$ cat src/rtl/uart_ext_pkg.sv
// rtl/uart_ext_pkg.sv - shared register map, ctrl fields, state enums and frame helpers for uart_core_ext
package uart_ext_pkg;

    localparam logic [4:0] REG_STATUS  = 5'd0;
    localparam logic [4:0] REG_DVSR    = 5'd1;
    localparam logic [4:0] REG_TX_DATA = 5'd2;
    localparam logic [4:0] REG_RX_POP  = 5'd3;
    localparam logic [4:0] REG_CTRL    = 5'd4;
    localparam logic [4:0] REG_ERR_CLR = 5'd5;
    localparam logic [4:0] REG_LEVEL   = 5'd6;

    localparam int CTRL_WLEN_LSB = 0;
    localparam int CTRL_STOP2    = 2;
    localparam int CTRL_PAR_LSB  = 3;
    localparam int CTRL_RX_IE    = 5;
    localparam int CTRL_TX_IE    = 6;
    localparam int CTRL_ERR_IE   = 7;
    localparam int CTRL_LOOPBACK = 8;

    localparam int ERR_PARITY  = 0;
    localparam int ERR_FRAME   = 1;
    localparam int ERR_OVERRUN = 2;

    typedef enum logic [1:0] {PAR_NONE, PAR_EVEN, PAR_ODD} parity_t;

    typedef enum logic [2:0] {TX_IDLE, TX_START, TX_DATA, TX_PARITY, TX_STOP} tx_state_t;
    typedef enum logic [2:0] {RX_IDLE, RX_START, RX_DATA, RX_PARITY, RX_STOP} rx_state_t;

    // Per-frame snapshot of the line format
    typedef struct packed {
        logic [1:0] wlen;
        logic       stop2;
        parity_t    parity;
    } frame_cfg_t;

    localparam frame_cfg_t FRAME_CFG_RESET = '{wlen: 2'd3, stop2: 1'b0, parity: PAR_NONE};

    // ctrl[4:0] -> frame format; the parity code 11 is treated as none
    function automatic frame_cfg_t decode_cfg(input logic [4:0] f);
        frame_cfg_t c;
        c.wlen  = f[CTRL_WLEN_LSB +: 2];
        c.stop2 = f[CTRL_STOP2];
        case (f[CTRL_PAR_LSB +: 2])
            2'b01:   c.parity = PAR_EVEN;
            2'b10:   c.parity = PAR_ODD;
            default: c.parity = PAR_NONE;
        endcase
        return c;
    endfunction

    // Mask of the valid data bits for word length 5+wlen
    function automatic logic [7:0] word_mask(input logic [1:0] wlen);
        return 8'hFF >> (2'd3 - wlen);
    endfunction

    // Parity bit to put on the line for the valid data bits
    function automatic logic parity_bit(input logic [7:0] d, input logic [1:0] wlen, input parity_t p);
        logic ones;
        ones = ^(d & word_mask(wlen));
        return (p == PAR_ODD) ? ~ones : ones;
    endfunction

endpackage

$ cat src/rtl/uart_ext_fifo.sv
// rtl/uart_ext_fifo.sv - synchronous FIFO with occupancy count, used for both TX and RX queues
module uart_ext_fifo #(
    parameter int DATA_WIDTH = 8,
    parameter int ADDR_WIDTH = 3
) (
    input  logic                  clk,
    input  logic                  reset_n,
    input  logic                  push,
    input  logic                  pop,
    input  logic [DATA_WIDTH-1:0] wr_data,
    output logic [DATA_WIDTH-1:0] rd_data,
    output logic                  empty,
    output logic                  full,
    output logic [ADDR_WIDTH:0]   count
);
    localparam int DEPTH = 1 << ADDR_WIDTH;

    logic [DATA_WIDTH-1:0] mem [DEPTH];
    logic [ADDR_WIDTH-1:0] wr_ptr;
    logic [ADDR_WIDTH-1:0] rd_ptr;
    logic                  do_push;
    logic                  do_pop;

    // A pop frees the slot a same-cycle push needs, so push+pop is accepted at full and at empty
    assign do_push = push & (~full | pop);
    assign do_pop  = pop & (~empty | push);

    assign empty   = (count == '0);
    assign full    = (count == (ADDR_WIDTH+1)'(DEPTH));
    assign rd_data = mem[rd_ptr];

    // Storage array, no reset needed
    always_ff @(posedge clk) begin
        if (do_push) begin
            mem[wr_ptr] <= wr_data;
        end
    end

    // Pointers wrap naturally at the power-of-two depth; count tracks net occupancy
    always_ff @(posedge clk or negedge reset_n) begin
        if (!reset_n) begin
            wr_ptr <= '0;
            rd_ptr <= '0;
            count  <= '0;
        end else begin
            if (do_push) wr_ptr <= wr_ptr + ADDR_WIDTH'(1);
            if (do_pop)  rd_ptr <= rd_ptr + ADDR_WIDTH'(1);
            case ({do_push, do_pop})
                2'b10:   count <= count + (ADDR_WIDTH+1)'(1);
                2'b01:   count <= count - (ADDR_WIDTH+1)'(1);
                default: count <= count;
            endcase
        end
    end

endmodule

$ cat src/rtl/uart_core_ext.sv
// rtl/uart_core_ext.sv - MMIO UART slot core with runtime frame format, errors, levels, irq; optional UART_LOOPBACK_EN
module uart_core_ext
    import uart_ext_pkg::*;
#(
    parameter int FIFO_DEPTH_LOG2 = 3,
    parameter int DVSR_WIDTH      = 11,
    parameter int OVERSAMPLE      = 16
) (
    input  logic        clk,
    input  logic        reset_n,
    input  logic        cs,
    input  logic        read,
    input  logic        write,
    input  logic [4:0]  reg_addr,
    input  logic [31:0] wr_data,
    output logic [31:0] rd_data,
    output logic        tx,
    input  logic        rx,
    output logic        irq
);
    localparam int            TW     = $clog2(OVERSAMPLE);
    localparam logic [TW-1:0] T_LAST = TW'(OVERSAMPLE - 1);
    localparam logic [TW-1:0] T_HALF = TW'(OVERSAMPLE / 2 - 1);
    localparam int            CW     = FIFO_DEPTH_LOG2 + 1;

    logic                  wr_en;
    logic [DVSR_WIDTH-1:0] dvsr_q;
    logic [7:0]            ctrl_q;
    logic                  lb_bit;
    logic [2:0]            err_q;
    logic [2:0]            err_set;
    logic [2:0]            err_clr;
    logic [DVSR_WIDTH-1:0] baud_cnt;
    logic                  tick;

    logic                  tx_push, tx_pop, tx_empty, tx_full;
    logic [7:0]            tx_fifo_data;
    logic [CW-1:0]         tx_count;
    logic                  rx_push, rx_pop, rx_empty, rx_full;
    logic [7:0]            rx_fifo_data;
    logic [CW-1:0]         rx_count;

    tx_state_t             tx_state, tx_state_n;
    logic [TW-1:0]         tx_tcnt;
    logic [2:0]            tx_bit;
    logic [7:0]            tx_shift;
    logic                  tx_par;
    logic                  tx_stop_idx;
    frame_cfg_t            tx_cfg;
    logic                  tx_bit_end;
    logic                  tx_serial;
    logic                  tx_line_q;

    rx_state_t             rx_state, rx_state_n;
    logic [TW-1:0]         rx_tcnt;
    logic [2:0]            rx_bit;
    logic [7:0]            rx_shift;
    logic                  rx_par_err;
    frame_cfg_t            rx_cfg;
    logic                  rx_meta, rx_sync, rx_in;
    logic                  rx_sample;

    logic                  unused_ok;

    assign unused_ok = &{1'b0, read, wr_data[31:DVSR_WIDTH]};
    assign wr_en     = cs & write;
    assign tx_push   = wr_en & (reg_addr == REG_TX_DATA);
    assign rx_pop    = wr_en & (reg_addr == REG_RX_POP);
    assign err_clr   = (wr_en && reg_addr == REG_ERR_CLR) ? wr_data[2:0] : 3'b000;

`ifdef UART_LOOPBACK_EN
    logic lb_q;
    assign lb_bit = lb_q;
    assign rx_in  = lb_q ? tx_line_q : rx_sync;
    assign tx     = lb_q ? 1'b1 : tx_line_q;

    // Loopback enable lives in ctrl[8]
    always_ff @(posedge clk or negedge reset_n) begin
        if (!reset_n)                          lb_q <= 1'b0;
        else if (wr_en && reg_addr == REG_CTRL) lb_q <= wr_data[CTRL_LOOPBACK];
    end
`else
    assign lb_bit = 1'b0;
    assign rx_in  = rx_sync;
    assign tx     = tx_line_q;
`endif

    uart_ext_fifo #(.DATA_WIDTH(8), .ADDR_WIDTH(FIFO_DEPTH_LOG2)) u_tx_fifo (
        .clk(clk), .reset_n(reset_n), .push(tx_push), .pop(tx_pop), .wr_data(wr_data[7:0]),
        .rd_data(tx_fifo_data), .empty(tx_empty), .full(tx_full), .count(tx_count)
    );

    uart_ext_fifo #(.DATA_WIDTH(8), .ADDR_WIDTH(FIFO_DEPTH_LOG2)) u_rx_fifo (
        .clk(clk), .reset_n(reset_n), .push(rx_push), .pop(rx_pop), .wr_data(rx_shift),
        .rd_data(rx_fifo_data), .empty(rx_empty), .full(rx_full), .count(rx_count)
    );

    // Writable registers and sticky error flags (a same-cycle set beats the clear)
    always_ff @(posedge clk or negedge reset_n) begin
        if (!reset_n) begin
            dvsr_q <= '0;
            ctrl_q <= 8'h03;
            err_q  <= 3'b000;
        end else begin
            if (wr_en && reg_addr == REG_DVSR) dvsr_q <= wr_data[DVSR_WIDTH-1:0];
            if (wr_en && reg_addr == REG_CTRL) ctrl_q <= wr_data[7:0];
            err_q <= (err_q & ~err_clr) | err_set;
        end
    end

    // Baud counter runs 0..dvsr and ticks on the terminal value
    always_ff @(posedge clk or negedge reset_n) begin
        if (!reset_n)      baud_cnt <= '0;
        else if (tick)     baud_cnt <= '0;
        else               baud_cnt <= baud_cnt + DVSR_WIDTH'(1);
    end
    assign tick = (baud_cnt >= dvsr_q);

    // ---------------- TX ----------------
    assign tx_bit_end = tick & (tx_tcnt == T_LAST);

    // TX state register
    always_ff @(posedge clk or negedge reset_n) begin
        if (!reset_n) tx_state <= TX_IDLE;
        else          tx_state <= tx_state_n;
    end

    // TX next state; a queued byte follows the last stop bit with no idle gap
    always_comb begin
        tx_state_n = tx_state;
        case (tx_state)
            TX_IDLE:   if (tick && !tx_empty) tx_state_n = TX_START;
            TX_START:  if (tx_bit_end) tx_state_n = TX_DATA;
            TX_DATA:   if (tx_bit_end && tx_bit == (3'd4 + {1'b0, tx_cfg.wlen}))
                           tx_state_n = (tx_cfg.parity == PAR_NONE) ? TX_STOP : TX_PARITY;
            TX_PARITY: if (tx_bit_end) tx_state_n = TX_STOP;
            TX_STOP:   if (tx_bit_end && (!tx_cfg.stop2 || tx_stop_idx))
                           tx_state_n = tx_empty ? TX_IDLE : TX_START;
            default:   tx_state_n = TX_IDLE;
        endcase
    end

    // TX outputs: line level per state, FIFO pop on every entry into START
    always_comb begin
        tx_serial = 1'b1;
        case (tx_state)
            TX_START:  tx_serial = 1'b0;
            TX_DATA:   tx_serial = tx_shift[0];
            TX_PARITY: tx_serial = tx_par;
            default:   tx_serial = 1'b1;
        endcase
        tx_pop = (tx_state_n == TX_START) && (tx_state != TX_START);
    end

    // TX datapath: load byte and format at frame start, then shift per bit period
    always_ff @(posedge clk or negedge reset_n) begin
        if (!reset_n) begin
            tx_tcnt     <= '0;
            tx_bit      <= '0;
            tx_shift    <= '0;
            tx_par      <= 1'b0;
            tx_stop_idx <= 1'b0;
            tx_cfg      <= FRAME_CFG_RESET;
            tx_line_q   <= 1'b1;
        end else begin
            tx_line_q <= tx_serial;
            if (tx_pop) begin
                tx_shift    <= tx_fifo_data;
                tx_cfg      <= decode_cfg(ctrl_q[4:0]);
                tx_par      <= parity_bit(tx_fifo_data, decode_cfg(ctrl_q[4:0]).wlen,
                                          decode_cfg(ctrl_q[4:0]).parity);
                tx_tcnt     <= '0;
                tx_bit      <= '0;
                tx_stop_idx <= 1'b0;
            end else if (tick) begin
                if (tx_tcnt == T_LAST) begin
                    tx_tcnt <= '0;
                    if (tx_state == TX_DATA) begin
                        tx_shift <= tx_shift >> 1;
                        tx_bit   <= tx_bit + 3'd1;
                    end
                    if (tx_state == TX_STOP) tx_stop_idx <= 1'b1;
                end else begin
                    tx_tcnt <= tx_tcnt + TW'(1);
                end
            end
        end
    end

    // ---------------- RX ----------------
    // Two-flop synchroniser for the asynchronous rx pin, idles high
    always_ff @(posedge clk or negedge reset_n) begin
        if (!reset_n) begin
            rx_meta <= 1'b1;
            rx_sync <= 1'b1;
        end else begin
            rx_meta <= rx;
            rx_sync <= rx_meta;
        end
    end

    // Start bit is checked at its middle; every later bit one full period after
    assign rx_sample = tick & ((rx_state == RX_START) ? (rx_tcnt == T_HALF) : (rx_tcnt == T_LAST));

    // RX state register
    always_ff @(posedge clk or negedge reset_n) begin
        if (!reset_n) rx_state <= RX_IDLE;
        else          rx_state <= rx_state_n;
    end

    // RX next state; a start bit that is high at mid-point is a glitch
    always_comb begin
        rx_state_n = rx_state;
        case (rx_state)
            RX_IDLE:   if (tick && !rx_in) rx_state_n = RX_START;
            RX_START:  if (rx_sample) rx_state_n = rx_in ? RX_IDLE : RX_DATA;
            RX_DATA:   if (rx_sample && rx_bit == (3'd4 + {1'b0, rx_cfg.wlen}))
                           rx_state_n = (rx_cfg.parity == PAR_NONE) ? RX_STOP : RX_PARITY;
            RX_PARITY: if (rx_sample) rx_state_n = RX_STOP;
            RX_STOP:   if (rx_sample) rx_state_n = RX_IDLE;
            default:   rx_state_n = RX_IDLE;
        endcase
    end

    // RX outputs: push at the first stop sample and flag errors there
    always_comb begin
        rx_push                = (rx_state == RX_STOP) && rx_sample;
        err_set                = 3'b000;
        err_set[ERR_PARITY]    = rx_push & rx_par_err;
        err_set[ERR_FRAME]     = rx_push & ~rx_in;
        err_set[ERR_OVERRUN]   = rx_push & rx_full & ~rx_pop;
    end

    // RX datapath: format latched on start detect, bits assembled LSB first
    always_ff @(posedge clk or negedge reset_n) begin
        if (!reset_n) begin
            rx_tcnt    <= '0;
            rx_bit     <= '0;
            rx_shift   <= '0;
            rx_par_err <= 1'b0;
            rx_cfg     <= FRAME_CFG_RESET;
        end else if (rx_state == RX_IDLE) begin
            rx_tcnt    <= '0;
            rx_bit     <= '0;
            rx_shift   <= '0;
            rx_par_err <= 1'b0;
            if (tick && !rx_in) rx_cfg <= decode_cfg(ctrl_q[4:0]);
        end else if (tick) begin
            if (rx_sample) begin
                rx_tcnt <= '0;
                if (rx_state == RX_DATA) begin
                    rx_shift[rx_bit] <= rx_in;
                    rx_bit           <= rx_bit + 3'd1;
                end
                if (rx_state == RX_PARITY)
                    rx_par_err <= (rx_in != parity_bit(rx_shift, rx_cfg.wlen, rx_cfg.parity));
            end else begin
                rx_tcnt <= rx_tcnt + TW'(1);
            end
        end
    end

    // Level interrupt, one clock behind its sources
    always_ff @(posedge clk or negedge reset_n) begin
        if (!reset_n) irq <= 1'b0;
        else          irq <= (ctrl_q[CTRL_RX_IE] & ~rx_empty) | (ctrl_q[CTRL_TX_IE] & tx_empty) |
                             (ctrl_q[CTRL_ERR_IE] & |err_q);
    end

    // Combinational read mux; reads have no side effects
    always_comb begin
        rd_data = '0;
        case (reg_addr)
            REG_STATUS: rd_data[13:0] = {err_q, tx_empty, tx_full, rx_empty,
                                         rx_empty ? 8'h00 : rx_fifo_data};
            REG_DVSR:   rd_data[DVSR_WIDTH-1:0] = dvsr_q;
            REG_CTRL: begin
                rd_data[7:0]          = ctrl_q;
                rd_data[CTRL_LOOPBACK] = lb_bit;
            end
            REG_LEVEL: begin
                rd_data[FIFO_DEPTH_LOG2:0]       = rx_count;
                rd_data[16+FIFO_DEPTH_LOG2:16]   = tx_count;
            end
            default:    rd_data = '0;
        endcase
    end

endmodule

$ cat config.mk
export PLATFORM = sky130hd
export DESIGN_NAME = uart_core_ext
export DESIGN_NICKNAME = d
export VERILOG_FILES = /design/src/rtl/uart_ext_pkg.sv /design/src/rtl/uart_ext_fifo.sv /design/src/rtl/uart_core_ext.sv
export SDC_FILE = /design/constraint.sdc
export NUM_CORES = 1
export LEC_CHECK = 0
export CORE_MARGIN = 2
export CORE_UTILIZATION = 41
export DETAILED_ROUTE_END_ITERATION = 6
export HOLD_SLACK_MARGIN = 0.06
export PLACE_DENSITY = 0.69
export SLEW_MARGIN = 20
export SYNTH_ARGS = -nofsm -noshare
export SYNTH_HDL_FRONTEND = slang
export SYNTH_SLANG_ARGS = --single-unit
$ cat constraint.sdc
create_clock -name clk -period 4.8 [get_ports clk]
set_input_delay 0.96 -clock clk [delete_from_list [all_inputs] [get_ports clk]]
set_output_delay 0.96 -clock clk [all_outputs]
set_load 0.01 [all_outputs]
# Word-level counts from Yosys, hierarchy flattened
# Memory sizes are Yosys's and may differ from the RTL's.
# Index checks and enable logic that the tools add are counted.
dict set report word_totals {
  reg_bits 105
  ramBits 128
  input_bits 43
  out_inout_bits 34
  mem_count 2
}
# name depth width read_ports rd_clocked_by_memory_dff write_ports line
set memory_table {}
lappend memory_table {u_rx_fifo.mem 8 8 1 0 1 uart_ext_fifo.sv:18} ;# logic [DATA_WIDTH-1:0] mem [DEPTH];
lappend memory_table {u_tx_fifo.mem 8 8 1 0 1 uart_ext_fifo.sv:18}
dict set report classes {
  add_sub_neg 17
  n_lt_le_gt_ge 3
  eq_ne 37
  n_shift 2
  mux 69
  bitwise_logic 35
  n_reduce_logical 41
}
# op n
set ops {}
lappend ops {{$mux W8} 9}
lappend ops {{$mux W3} 22}
lappend ops {{$pmux W3 S5} 2}
lappend ops {{$mux W4} 7}
lappend ops {{$reduce_bool A2 Y1} 10}
lappend ops {{$add A3 B1 Y3 const B} 6}
lappend ops {{$mux W1} 17}
lappend ops {{$add A4 B1 Y4 const B} 4}
lappend ops {{$and A1 B1 Y1} 16}
lappend ops {{$and A8 B8 Y8} 2}
lappend ops {{$eq A4 B4 Y1 const B} 4}
lappend ops {{$pmux W4 S2} 2}
lappend ops {{$pmux W4 S4} 1}
lappend ops {{$reduce_xor A8 Y1} 2}
lappend ops {{$shr A8 B2 Y8 const A} 2}
lappend ops {{$eq A5 B3 Y1 const B} 3}
lappend ops {{$pmux W5 S3} 1}
lappend ops {{$eq A3 B2 Y1 const B} 4}
lappend ops {{$reduce_and A3 Y1} 4}
lappend ops {{$add A11 B1 Y11 const B} 1}
lappend ops {{$ge A11 B11 Y1} 1}
lappend ops {{$logic_and A1 B1 Y1} 11}
lappend ops {{$mux W11} 1}
lappend ops {{$eq A2 B2 Y1 const B} 5}
lappend ops {{other kinds (34)} 67}

# Depth between registers and ports, before layout
# Gate-level depths: netlist (run 1).
dict set report logic_depth {
  word_depth 11
  ltp_mapped 16
  ltp_nobuf 16
}

# Hierarchy
# From an unflattened synthesis (run 1), not the netlist that was laid out.
dict set report unflattened {
  cells_unflattened 803
  hier_area_um2 10956.8
}
# mod instances cells_each area_each_um2 seq_area_each_um2
set modules_own_cells {}
lappend modules_own_cells {uart_core_ext 1 487 4797.1 2138.3}
lappend modules_own_cells {{uart_ext_fifo (u_tx_fifo)} 1 158 3081.7 2172.1}
lappend modules_own_cells {{uart_ext_fifo (u_rx_fifo)} 1 158 3078.0 2172.1}

# Worst setup path before layout (run 1)
# No wires, ideal clock.
dict set report synth_timing {
  kind {input -> output}
  startpoint {in reg_addr[3]}
  endpoint {out rd_data[0]}
  arrival_time_ns 2.202
  path_slack_ns 1.638
  stages 4
  path_buffers 0
  cell_sequence {nor3_1 -> nor3b_1 -> nand2_1 -> o21ai_0}
}
dict set report synth_between {
  elab_chain_cells 2
}
# item line
set synth_lines {}
lappend synth_lines {{start, declared} uart_core_ext.sv:14} ;# input logic [4:0] reg_addr,
lappend synth_lines {{$eq A5 B3 Y1, or another cell as far along} uart_core_ext.sv:273} ;# case (reg_addr)
lappend synth_lines {{$pmux W4 S4 (*)} uart_core_ext.sv:273}
lappend synth_lines {{end, declared} uart_core_ext.sv:16} ;# output logic [31:0] rd_data,
# Mark *: on every way between the ends. The rest lies on a longest branch, timed or not.

# Final worst setup path (run 1)
dict set report layout_timing {
  startpoint {in reg_addr[3]}
  endpoint {out rd_data[6]}
}
dict set report layout_between {
  elab_chain_cells 2
}
# item line
set layout_lines {}
lappend layout_lines {{$eq A5 B3 Y1, or another cell as far along} uart_core_ext.sv:273}
lappend layout_lines {{$pmux W5 S3 (*)} uart_core_ext.sv:273}
# Marks and branches as above.

==> flow_summary.toml, run 1 <==
[placement]
post-place-cells = 1199
gp_congestion = 0.783
dp_hpwl_microns = 15800
portBuffers = 40
preCtsSetupSlack_ps = 440

[global_routing]
grt_pass1_vias = 6798
grt.overflow.total = 0
grt_usage = 0.168
grt_pass1_wl_microns = 37400
antenna_found_initial = 0
grt_max_degree = 44

[route]
post_drt_wl_per_cell_microns = 18.7
ant_nets = 0
drt_iter0_drc = 390
wl_microns = 23300
drc = 0
first_pass_iters = 5
num_vias = 6706
detail_route.vias_per_cell = 5.40

[floorplanning]
dieArea_sq_um = 28100
core_area_sq_um = 26200
start_util = 0.419
die_h_microns = 168
ioPinCount = 77
die_x_microns = 168
rows = 59

[timing]
slew-limit-headroom = 0.412
fin_skew_ps = 11.3
tns_ps = 0
fmax_ghz = 0.228
grt_setup_unrepaired = "no"
hold_slack_ps = 362
fin_crit_ps = 4380
fin_ws_ps = 421
maxSlewViolCount = 0
fin_crit_sh = 0.912
final_hold_viol_count = 0
tightest_slew_ps = 878
finalSetupViolCount = 0

[final_layout]
final_net_count = 961
fillers = 2286
syn_to_final_growth_pct = 14.3
drive_above_1_share = 0.140
insertedDiodeCount = 0
multi_input_area_sq_um = 4200
fin_cells = 1242
regArea_sq_um = 6480

[clock_network]
post_cts_resized = 0
postCtsSetupBuffers = 0
tritoncts = "built"
clkSinkCount = 233
htree_levels = 1
clk_pin_slew_ps = 60
ctsRootBufferMaster = "clkbuf_16"
clock_latency_ps = 520
clock_tree.buffer_depth = 3
cts_buffers = 24
cts_hold_buf = 0

[worst_setup_path]
cp_max_fo = 8
crit_top_cell = "clkdlybuf4s50_1"
critPathTopFamily = "buffers and inverters"
timing.rr.end = "u_tx_fifo.count[3]"
worstSetupStartpointType = "primary input"
crit_required_ps = 3840
reg2reg_depth = 16
crit_buf_inv = 2
crit_path_end_kind = "output port"
rr_startpoint = "dvsr_q[8]"
cpPeakStageDelay_ps = 630
cp.arrival_ps = 3420
worst_path_max_delay_cell = "clkdlybuf4s50_1"
crit_type = "in2out"
worstPathCellList = "clkdlybuf4s50_1 -> nor3_1 -> nor3b_1 -> nand2_1 -> o21ai_0 -> clkdlybuf4s50_1"
r2r_slack_ps = 920

[synthesis]
synth.distinct_cells = 70
synth.most_common_cell = "edfxtp_1"
avgSynthCellArea_sq_um = 13.2
synthCells = 833
ys_ff_latch = 233
syn_area_sq_um = 11000
ys_top_cells_by_count = "edfxtp_1, dfrtp_1, nand2_1, nor2_1, o21ai_0"
synth_edf_count = 128
yosys.area.top_type = "edfxtp_1"
ys.flop_type = "edfxtp_1"
synth_sequential_area_ratio = 0.590
yosysWarnings = 0
synthArstFlopShare = 0.451
synth_top_cell_area_share = 0.350
ys_top_cells_by_area = "edfxtp_1, dfrtp_1, mux4_2"

[power]
vdd_drop_max_uv = 307
p_leak_nw = 4.92
power_density_nw_per_um2 = 354

[hold_path]
hold_end = "rx_in"
hold_path.class = "reg2reg"
min-delay-start = "rx_meta"
hold_depth = 0

[job]
drv_cap = 0

[run_status]
outcome = "complete, no violations"
[per-stage QoR]
step | power [mW] | utilization | cell area (sq um)
final | 4.45 | 0.479 | 12600
after global routing | 4.62 | 0.479 | 12600
after CTS | 4.49 | 0.479 | 12600
after detailed placement | 2.62 | 0.449 | 11800
after global placement | 2.61 | 0.449 | 11800
after floorplan | 2.48 | - | 11000
[power by group]
| group | internal, mW | switching, mW |
|---|---|---|
| registers | 2.17 | 0.0886 |
| clock network | 1.11 | 0.765 |
| logic | 0.138 | 0.183 |
[state kept, by name (all words and copies together) (netlist names), 5 cells and up]
signal	flops
tx_shift	8
ctrl_q	8
dvsr_q	11
baud_cnt	11
tx_cfg	5
u_tx_fifo.mem	64
u_rx_fifo.mem	64
rx_shift	8
[logic make-up after synthesis]
kind of cell,Yosys count,synth area share
flops,233,0.590
simple gates,231,0.101
compound gates,130,0.0800
mux,73,0.109
buf+inv,71,0.0337
xor+xnor,66,0.0533
fa+ha+maj,28,0.0332
other cells,1,0.000341
[worst register-to-register path, stage by stage, from the launching register on]
cell and delay [ps]:
dfrtp_1 450, inv_1 90, ha_1 320, a21oi_1 140, nor2_1 60, a211oi_1 470, o211ai_4 350, nand2_4 230
inv_2 160, o21ai_4 280, ha_1 260, ha_1 250, a21o_1 180, a21oi_1 190, xnor2_1 140, nor2_1 70
xor2_1 140
[layer usage]
layer / vias to the layer above / track usage / part of all wire
met5: - / 0 / 0
met2: 149 / 0.280 / 0.48
met4: 0 / 0.0529 / 0.029
li1: 3171 / - / -
met1: 3350 / 0.229 / 0.45
met3: 36 / 0.0239 / 0.042
[how the worst max path moves through the flow]
stage | start | slack, ps | cells past startpoint | to
after CTS | reg_addr[3] | 420 | 6 | rd_data[6]
after global routing | reg_addr[3] | 310 | 6 | rd_data[6]
final | reg_addr[3] | 420 | 6 | rd_data[6]
after floorplan | reg_addr[3] | 1640 | 4 | rd_data[0]
after detailed placement | reg_addr[3] | 440 | 6 | rd_data[6]
after global placement | reg_addr[3] | 520 | 6 | rd_data[6]
[placed cells by master (no fill, tap or decap), types with 4 or more instances in the layout]
cell type	synthesis	routed
edfxtp_1	128	128
dfrtp_1	96	96
nor3_1	19	19
conb_1	1	14
xor2_1	25	25
nor2b_1	6	6
nor3b_1	4	4
a21oi_1	22	22
mux2i_1	18	18
xnor2_1	40	40
clkdlybuf4s50_1	0	39
a222oi_1	4	4
nand2b_1	10	10
o22ai_1	5	5
buf_4	16	24
nor2_1	51	51
o31ai_1	10	10
clkinv_1	0	6
mux4_1	6	6
o21ai_0	46	46
inv_1	25	25
clkbuf_1	19	4
a22oi_1	4	4
and2_1	9	9
nand3_1	27	27
and3_1	10	10
o211ai_1	7	7
dfstp_2	9	9
nand2_1	76	76
mux2_2	21	21
mux4_2	27	27
ha_1	26	26
clkbuf_16	0	25
a21o_1	5	5
clkinvlp_4	0	4
[cell type report]
class | instances | area share
clock buffers | 29 | 0.0510
clock inverters | 14 | 0.0118
inverters | 26 | 0.00777
multi-input cells | 542 | 0.334
flip-flops and latches | 233 | 0.516
well taps | 335 | 0.0334
repair buffers | 63 | 0.0454
No activity file was read; power rests on OpenSTA's default activity.
==> run 2, diff against run 1 <==
--- a/config.mk
+++ b/config.mk
@@ -7,9 +7,11 @@
 export LEC_CHECK = 0
 export CORE_MARGIN = 2
 export CORE_UTILIZATION = 41
+export CTS_CLUSTER_SIZE = 14
 export DETAILED_ROUTE_END_ITERATION = 6
 export HOLD_SLACK_MARGIN = 0.06
 export PLACE_DENSITY = 0.69
+export SETUP_SLACK_MARGIN = 0.4
 export SLEW_MARGIN = 20
 export SYNTH_ARGS = -nofsm -noshare
 export SYNTH_HDL_FRONTEND = slang
==> flow_summary.toml, run 2 (synthesis gave the netlist of run 1 again) <==
[run_status]
outcome = "complete, no violations"

[floorplanning]
start_util = 0.419
rows = 59
core_area_sq_um = 26200
die_x_microns = 168
ioPinCount = 77
die_h_microns = 168
dieArea_sq_um = 28100

[clock_network]
htree_levels = 1
cts_buffers = 24
cts_hold_buf = 0
clock_tree.buffer_depth = 3
tritoncts = "built"
clkSinkCount = 233
ctsRootBufferMaster = "clkbuf_16"
clock_latency_ps = 520
clk_pin_slew_ps = 60

[timing]
fin_crit_ps = 4310
fin_crit_sh = 0.899
tns_ps = 0
fmax_ghz = 0.232
final_hold_viol_count = 0
maxSlewViolCount = 0
tightest_slew_ps = 876
slew-limit-headroom = 0.414
fin_skew_ps = 11.0
finalSetupViolCount = 0
fin_ws_ps = 487
grt_setup_unrepaired = "no"

[final_layout]
multi_input_area_sq_um = 4200
layout_commonest_cell = "edfxtp_1"
drive_above_1_share = 0.140
final_area_sq_um = 12600
insertedDiodeCount = 0
final_cell_mix = "edfxtp_1, dfrtp_1, nand2_1"
largest_registers = "u_rx_fifo.mem x64, u_tx_fifo.mem x64"
fillers = 2286
final_net_count = 961
regArea_sq_um = 6480
syn_to_final_growth_pct = 14.3

[power]
p_leak_nw = 4.92
vdd_drop_max_uv = 307
power_density_nw_per_um2 = 354

[route]
num_vias = 6698
post_drt_wl_per_cell_microns = 18.7
detail_route.vias_per_cell = 5.39
drt_iter0_drc = 390
ant_nets = 0
wl_microns = 23200
drc = 0
first_pass_iters = 5

[worst_setup_path]
cpPeakStageDelay_ps = 620
crit_required_ps = 3840
worstPathCellList = "clkdlybuf4s50_1 -> nor3_1 -> nor3b_1 -> nand2_1 -> o21ai_0 -> clkdlybuf4s50_1"
crit_type = "in2out"
cp_max_fo = 8
worstSetupStartpointType = "primary input"
crit_path_end_kind = "output port"
cp.arrival_ps = 3350
crit_top_cell = "clkdlybuf4s50_1"
worst_path_max_delay_cell = "clkdlybuf4s50_1"

[placement]
portBuffers = 40
preCtsSetupSlack_ps = 440
gp_congestion = 0.783
postPlaceCellArea_sq_um = 11800
dp_hpwl_microns = 15800

[global_routing]
grt_usage = 0.168
grt_pass1_vias = 6798
antenna_found_initial = 0
grt_max_degree = 44
grt.overflow.total = 0
grt_pass1_wl_microns = 37400

[job]
drv_cap = 0

[hold_path]
hold_path.class = "reg2reg"
run 2: cell counts in the layout (fill, tap and decap cells not counted):
Identical to the previous run, type by type.
run 2: final timing paths:
path,depth (start not counted),slack (ps),endpoint,from
max reg2reg,16,920,u_tx_fifo.count[3],dvsr_q[8]
max in group asynchronous,2,3500,tx_cfg[3],reset_n
min,0,360,rx_in,rx_meta
min reg2reg,0,360,rx_in,rx_meta
max,6,490,rd_data[7],reg_addr[3]
min in group asynchronous,1,380,rx_bit[1],reset_n
run 2: per-stage QoR:
stage	hold slack [ps]	std cells	utilization	total power [mW]
6_report	362	1242	0.479	4.45
5_1_grt	369	1242	0.479	4.62
4_1_cts	364	1242	0.479	4.49
3_5_place_dp	349	1199	0.449	2.62
3_3_place_gp	346	1199	0.449	2.61
2_1_floorplan	345	846	-	2.48
run 2: cell type report:
class,instances,share of cell area
clock buffer,29,0.0510
clock inverter,14,0.0118
inverter,26,0.00777
multi-input combinational,542,0.334
sequential,233,0.516
tap,335,0.0334
timing repair buffer,63,0.0454
run 2: what timing repair did:
item                       CTS  global route
buffers inserted             0             0
setup endpoints to repair    0             1
resized for setup            0             1
run 2: report_power, final:
group          total [mW]  internal, mW  leakage (nW)  switching (mW)
registers            2.26          2.17          2.68          0.0886
logic               0.320         0.138          1.88           0.182
clock network        1.87          1.11         0.369           0.765
run 2: worst max-delay path: cells and delay by family:
family	cells	cell delay, ps
simple gates	3	910
buf+inv	2	1080
compound gates	1	410
run 2: routing by layer:
metal,wire length [microns],global-route usage,up-vias
met5,0,0,-
met4,684,0.0529,0
met2,11200,0.280,148
met1,10400,0.229,3342
met3,1020,0.0239,36
li1,-,-,3172
